### src/rtl/adder_pkg.sv
// ---------------------------------------------------------------------------
// adder_pkg
// Shared definitions for multi-cycle arithmetic blocks.
//   seq_add_state_t : FSM state encoding (IDLE, RUN, DONE)
//   idx_width()     : width of a beat counter for k beats, at least 1 bit
// ---------------------------------------------------------------------------
package adder_pkg;

    typedef enum logic [1:0] {
        IDLE = 2'd0,
        RUN  = 2'd1,
        DONE = 2'd2
    } seq_add_state_t;

    function automatic int idx_width(input int k);
        return (k > 1) ? $clog2(k) : 1;
    endfunction

endpackage

### src/rtl/RCA_Nbit.sv
// ---------------------------------------------------------------------------
// RCA_Nbit
// N-bit ripple-carry adder slice, purely combinational.
//   a, b   [N-1:0] : operands
//   c_in           : carry into bit 0
//   s      [N-1:0] : a + b + c_in mod 2^N
//   c_out          : carry out of bit N-1
// ---------------------------------------------------------------------------
module RCA_Nbit #(
    parameter int N = 8
) (
    input  logic [N-1:0] a,
    input  logic [N-1:0] b,
    input  logic         c_in,
    output logic [N-1:0] s,
    output logic         c_out
);

    logic [N:0] carry;

    always_comb begin
        carry    = '0;
        s        = '0;
        carry[0] = c_in;
        for (int i = 0; i < N; i++) begin
            s[i]       = a[i] ^ b[i] ^ carry[i];
            carry[i+1] = (a[i] & b[i]) | (carry[i] & (a[i] ^ b[i]));
        end
        c_out = carry[N];
    end

endmodule

### src/rtl/seq_wide_adder.sv
// ---------------------------------------------------------------------------
// seq_wide_adder
// Adds two W-bit operands over K = W/N cycles through one N-bit ripple slice,
// registering the carry between beats.
//
// Handshakes (both sides): a transfer happens on a rising edge where valid
// and ready are both high. Once valid is raised the producer holds its data
// stable until the transfer; ready never depends combinationally on valid.
//
//   clk, rst             : clock, synchronous active-high reset
//   in_valid / in_ready  : operand handshake for a, b, c_in
//   a, b [W-1:0], c_in   : operands and carry in
//   out_valid / out_ready: result handshake for s, c_out
//   s [W-1:0], c_out     : registered sum and carry out
//   busy                 : operation in flight (RUN or DONE)
//   dbg_state_o          : current FSM state
// ---------------------------------------------------------------------------
module seq_wide_adder
    import adder_pkg::*;
#(
    parameter int W = 32,
    parameter int N = 8
) (
    input  logic           clk,
    input  logic           rst,
    input  logic           in_valid,
    output logic           in_ready,
    input  logic [W-1:0]   a,
    input  logic [W-1:0]   b,
    input  logic           c_in,
    output logic           out_valid,
    input  logic           out_ready,
    output logic [W-1:0]   s,
    output logic           c_out,
    output logic           busy,
    output seq_add_state_t dbg_state_o
);

    localparam int K     = (N >= 1) ? (W / N) : 1;
    localparam int IDX_W = idx_width(K);

    generate
        if (N < 1) begin : g_bad_n
            $fatal(1, "seq_wide_adder: N must be at least 1");
        end else if ((W % N) != 0) begin : g_bad_w
            $fatal(1, "seq_wide_adder: W must be a multiple of N");
        end
    endgenerate

    seq_add_state_t          state_q, state_d;
    logic [IDX_W-1:0]        idx_q, idx_d;
    // Operands and sum are kept as K slices so idx selects a beat directly.
    logic [K-1:0][N-1:0]     a_q, a_d;
    logic [K-1:0][N-1:0]     b_q, b_d;
    logic [K-1:0][N-1:0]     s_q, s_d;
    logic                    carry_q, carry_d;

    logic [N-1:0]            slice_s;
    logic                    slice_c;

    RCA_Nbit #(.N(N)) slice (
        .a     (a_q[idx_q]),
        .b     (b_q[idx_q]),
        .c_in  (carry_q),
        .s     (slice_s),
        .c_out (slice_c)
    );

    always_comb begin
        state_d = state_q;
        idx_d   = idx_q;
        a_d     = a_q;
        b_d     = b_q;
        s_d     = s_q;
        carry_d = carry_q;
        case (state_q)
            IDLE: begin
                if (in_valid) begin
                    a_d     = a;
                    b_d     = b;
                    carry_d = c_in;
                    idx_d   = '0;
                    state_d = RUN;
                end
            end
            RUN: begin
                s_d[idx_q] = slice_s;
                carry_d    = slice_c;
                if (idx_q == IDX_W'(K - 1)) begin
                    state_d = DONE;
                end else begin
                    idx_d = idx_q + IDX_W'(1);
                end
            end
            DONE: begin
                if (out_ready) begin
                    state_d = IDLE;
                end
            end
            default: state_d = IDLE;
        endcase
    end

    always_ff @(posedge clk) begin
        if (rst) begin
            state_q <= IDLE;
            idx_q   <= '0;
            a_q     <= '0;
            b_q     <= '0;
            s_q     <= '0;
            carry_q <= 1'b0;
        end else begin
            state_q <= state_d;
            idx_q   <= idx_d;
            a_q     <= a_d;
            b_q     <= b_d;
            s_q     <= s_d;
            carry_q <= carry_d;
        end
    end

    // Ready drops while reset is asserted so no operand is "accepted" and lost.
    assign in_ready    = (state_q == IDLE) && !rst;
    assign out_valid   = (state_q == DONE);
    assign busy        = (state_q != IDLE);
    assign s           = s_q;
    assign c_out       = carry_q;
    assign dbg_state_o = state_q;

endmodule

### config.mk
export PLATFORM = sky130hd
export DESIGN_NAME = seq_wide_adder
export DESIGN_NICKNAME = d
export VERILOG_FILES = /design/src/rtl/adder_pkg.sv /design/src/rtl/RCA_Nbit.sv /design/src/rtl/seq_wide_adder.sv
export SDC_FILE = /design/constraint.sdc
export NUM_CORES = 1
export LEC_CHECK = 0
export ABC_AREA = 0
export CORE_MARGIN = 2
export CORE_UTILIZATION = 53
export DETAILED_ROUTE_END_ITERATION = 16
export PLACE_DENSITY = 0.86
export SYNTH_ARGS = -nofsm -noshare
export SYNTH_HDL_FRONTEND = slang
export SYNTH_SLANG_ARGS = --single-unit
export TNS_END_PERCENT = 20
### constraint.sdc
create_clock -name clk -period 11.4 [get_ports clk]
set_clock_uncertainty 0.1 [all_clocks]
set_input_delay 3.42 -clock clk [delete_from_list [all_inputs] [get_ports clk]]
set_output_delay 3.42 -clock clk [all_outputs]
set_load 0.1 [all_outputs]
==> metrics.md <==
| Metric | Value |
|---|---|
| Total die area | 8660 µm² |
| Status | complete, no violations |
| CP max FO | 102 |
| Initial antenna violation count | 0 |
| RSZ-0062 raised after global routing | no |
| Cell family with most CP delay | buffers and inverters |
| Setup_tns | 0 ns |
| CP Capture Type | output pin |
| CTS sink count | 101 |
| Worst-case clock buffer depth | 2 |
| Slew headroom | 31.2% |
| Final period util | 78.2% |
| Std-Cell Rows | 32 |
| Fraction of layout cells with a size suffix above 1 | 6.99% |
| PortBufs | 106 |
| TritonCTS clock tree | yes |
| Final worst slack | 2.49 ns |
| Startpoint Class | input pin |
| Post-cts gate resize count | 0 |
| Dpl hpwl | 6.73 mm |
| Mapped cell area | 4210 µm² |
| Clk_lat worst skew | 0.36 ns |
| Mapped Cells | 482 |
| Slowest-stage cell, CP | clkdlybuf4s50_1 |
| H-Tree Level Count | 3 |
| Vias in the first global route | 3382 |
| CTS Buf Count | 9 |
| Static Leak | 1.94 nW |
| Placement Cell Area | 5230 µm² |
| Vias per std cell | 5.27 |
| Slew Viols, Final | 0 |
| Largest family of logic cells by synthesized area | simple AND/OR/NAND/NOR gates |
| Hold WC Path Type | reg2reg |
| Critical Path AT | 5.39 ns |
| GR Util All Layers | 22.5% |
| Netlist cell types | 26 |
| Register bit total from synthesis | 101 |
| Setup violators final | 0 |
| RD Place Congestion | 0.842 |
| Cell area after layout | 5430 µm² |
| Place WS | 2.48 ns |
| Reg clk slew, reported paths | 0.09 ns |
| CP Launch Point | rst |
| Min Tclk post-route | 8.91 ns |
| Post-route ant nets | 0 |
| Max stage delay on crit path | 1.01 ns |
| Fmax | 0.112 GHz |
| Buf+Inv Stages, Crit Path | 3 |
| Compound-gate portion of the synthesized area | 12.7% |
| Area Growth Syn to Fin | 29.2% |
| Horiz. Die Dim | 93.1 µm |
| Area occupied by multi-input gates | 1960 µm² |
| CTS Hold Bufs | 0 |
| TritonRoute pass-1 iters | 4 |
| Final hold viol count | 0 |
| Sequential Area | 2020 µm² |
| Seq/Total Area, Yosys | 48.1% |
| Fill cells | 615 |
| Die Y | 93.1 µm |
| Routed via count | 3553 |
| Simple-Gate Fraction of Synth Area | 20.1% |
| Mean Syn Cell Area | 8.72 µm² |
| Final WL | 9.60 mm |
| Max VDD drop | 0.0000650 V |
| Routed wire per std cell | 14.2 µm |
| Xor and xnor area share after synthesis | 0% |
| GR Overflow Total | 0 |
| Slew @ Worst Pin | 1.03 ns |
| Design Power | 748 µW |
| Critical R2R Launch | idx_q[0]$_SDFFE_PP0P_ |
| Syn. warnings | 0 |
| Postcts setup bufs | 0 |
| Crit-path cells | buf_2 -> buf_4 -> nor2_1 -> clkdlybuf4s50_1 |
| Detailed-route DRC error count | 0 |
| N_diodes | 0 |
| Largest net degree at the start of global routing | 103 |
| First-pass GRT wire length | 15.3 mm |
| Adder-cell share of the synthesized area | 5.00% |
| Required time of the critical path | 7.88 ns |
| Initial cell density of the core | 54.7% |
| Post-synthesis mux area share | 8.57% |
| Max Cap Viol | 0 |
| Drt initial violations | 211 |
| Syn Nets | 563 |
| Pwr Density | 138 nW/µm² |
| Nets | 649 |
| CTS root buf | clkbuf_8 |
| Worst hold start | s[10]$_SDFFE_PP0P_ |
| I/O pins | 107 |
| WS Path Type | in2out |
| Core Box Area | 7690 µm² |
-- worst min-delay path, delay by kind of cell (launching register included) --
kind | cells | cell delay [ns]
flops | 1 | 0.32
compound gates | 1 | 0.05
simple gates | 1 | 0.05
-- metal layers --
metal,routed length (µm),GRT usage [%]
met3,509,3.46
met1,4140,28.1
met2,4820,39.5
met5,0,0
met4,128,8.21
-- cell families (layout without fill, tap and decap cells) --
family                   after synthesis  after routing
flip-flops                           101            101
multiplexers                          16             16
AND/OR/NAND/NOR                      207            207
buffers and inverters                 45            135
AO/OA/AOI/OAI                        101            101
adder cells (fa/ha/maj)               12             12
-- where the power goes --
| group | switching [mW] | internal [mW] | leakage [nW] |
|---|---|---|---|
| Combinational | 0.0828 | 0.0550 | 1.01 |
| Clock | 0.117 | 0.113 | 0.103 |
| Sequential | 0.0108 | 0.370 | 0.825 |
-- synth_stat cells --
cell / instances / share of area, %
nor2_1: 11 / 0.98
nor2b_1: 2 / 0.30
a2111oi_0: 1 / 0.21
or3b_1: 1 / 0.21
buf_1: 1 / 0.089
nor3b_1: 1 / 0.18
inv_1: 9 / 0.80
nor3_1: 1 / 0.12
buf_4: 2 / 0.36
nand2b_1: 2 / 0.30
and3b_1: 4 / 0.83
fa_1: 8 / 3.8
nand3b_1: 5 / 0.89
a211oi_1: 8 / 1.4
nand2_1: 176 / 16
ha_1: 4 / 1.2
or2_2: 1 / 0.15
or3b_2: 1 / 0.21
buf_6: 5 / 1.3
a2111oi_1: 1 / 0.24
mux4_2: 16 / 8.6
a21oi_1: 91 / 11
dfxtp_1: 101 / 48
buf_2: 15 / 1.8
clkbuf_1: 13 / 1.2
nand3_1: 2 / 0.24
-- cell usage in the layout (no fill, tap or decap), types with 4 or more instances in the layout --
cell,instances
a211oi_1,8
clkbuf_8,11
and3b_1,4
mux4_2,16
buf_4,5
fa_1,8
a21oi_1,91
nand3b_1,5
inv_1,9
ha_1,4
dfxtp_1,101
nor2_1,11
clkdlybuf4s50_1,105
nand2_1,176
-- cell type report --
type	instances	area share, %
flip-flops and latches	101	37.2
clock inverters	3	0.806
repair buffers	111	20.1
well taps	102	2.35
inverters	9	0.622
multi-input cells	336	36.0
clock buffers	12	2.86
-- per-stage QoR --
step,hold WS (ns),instances,utilization (%)
floorplan,0.333,482,-
global route,0.372,674,70.7
detailed placement,0.346,659,68.1
global placement,0.339,659,68.1
CTS,0.359,674,70.7
finish,0.357,674,70.7
-- path summary, 6_finish.rpt --
path / cells past startpoint / slack (ns) / end
setup reg to reg: 14 / 6.24 / s[23]$_SDFFE_PP0P_
hold reg to reg: 2 / 0.36 / s[10]$_SDFFE_PP0P_
setup / recovery: 4 / 2.49 / in_ready
hold / removal: 2 / 0.36 / s[10]$_SDFFE_PP0P_
-- sequential cells by signal, indices dropped and copies added, names as in the netlist --
register,count
a_q,32
b_q,32
c_out,1
dbg_state_o,2
idx_q,2
s,32
Power figures use the tool's default switching activity.
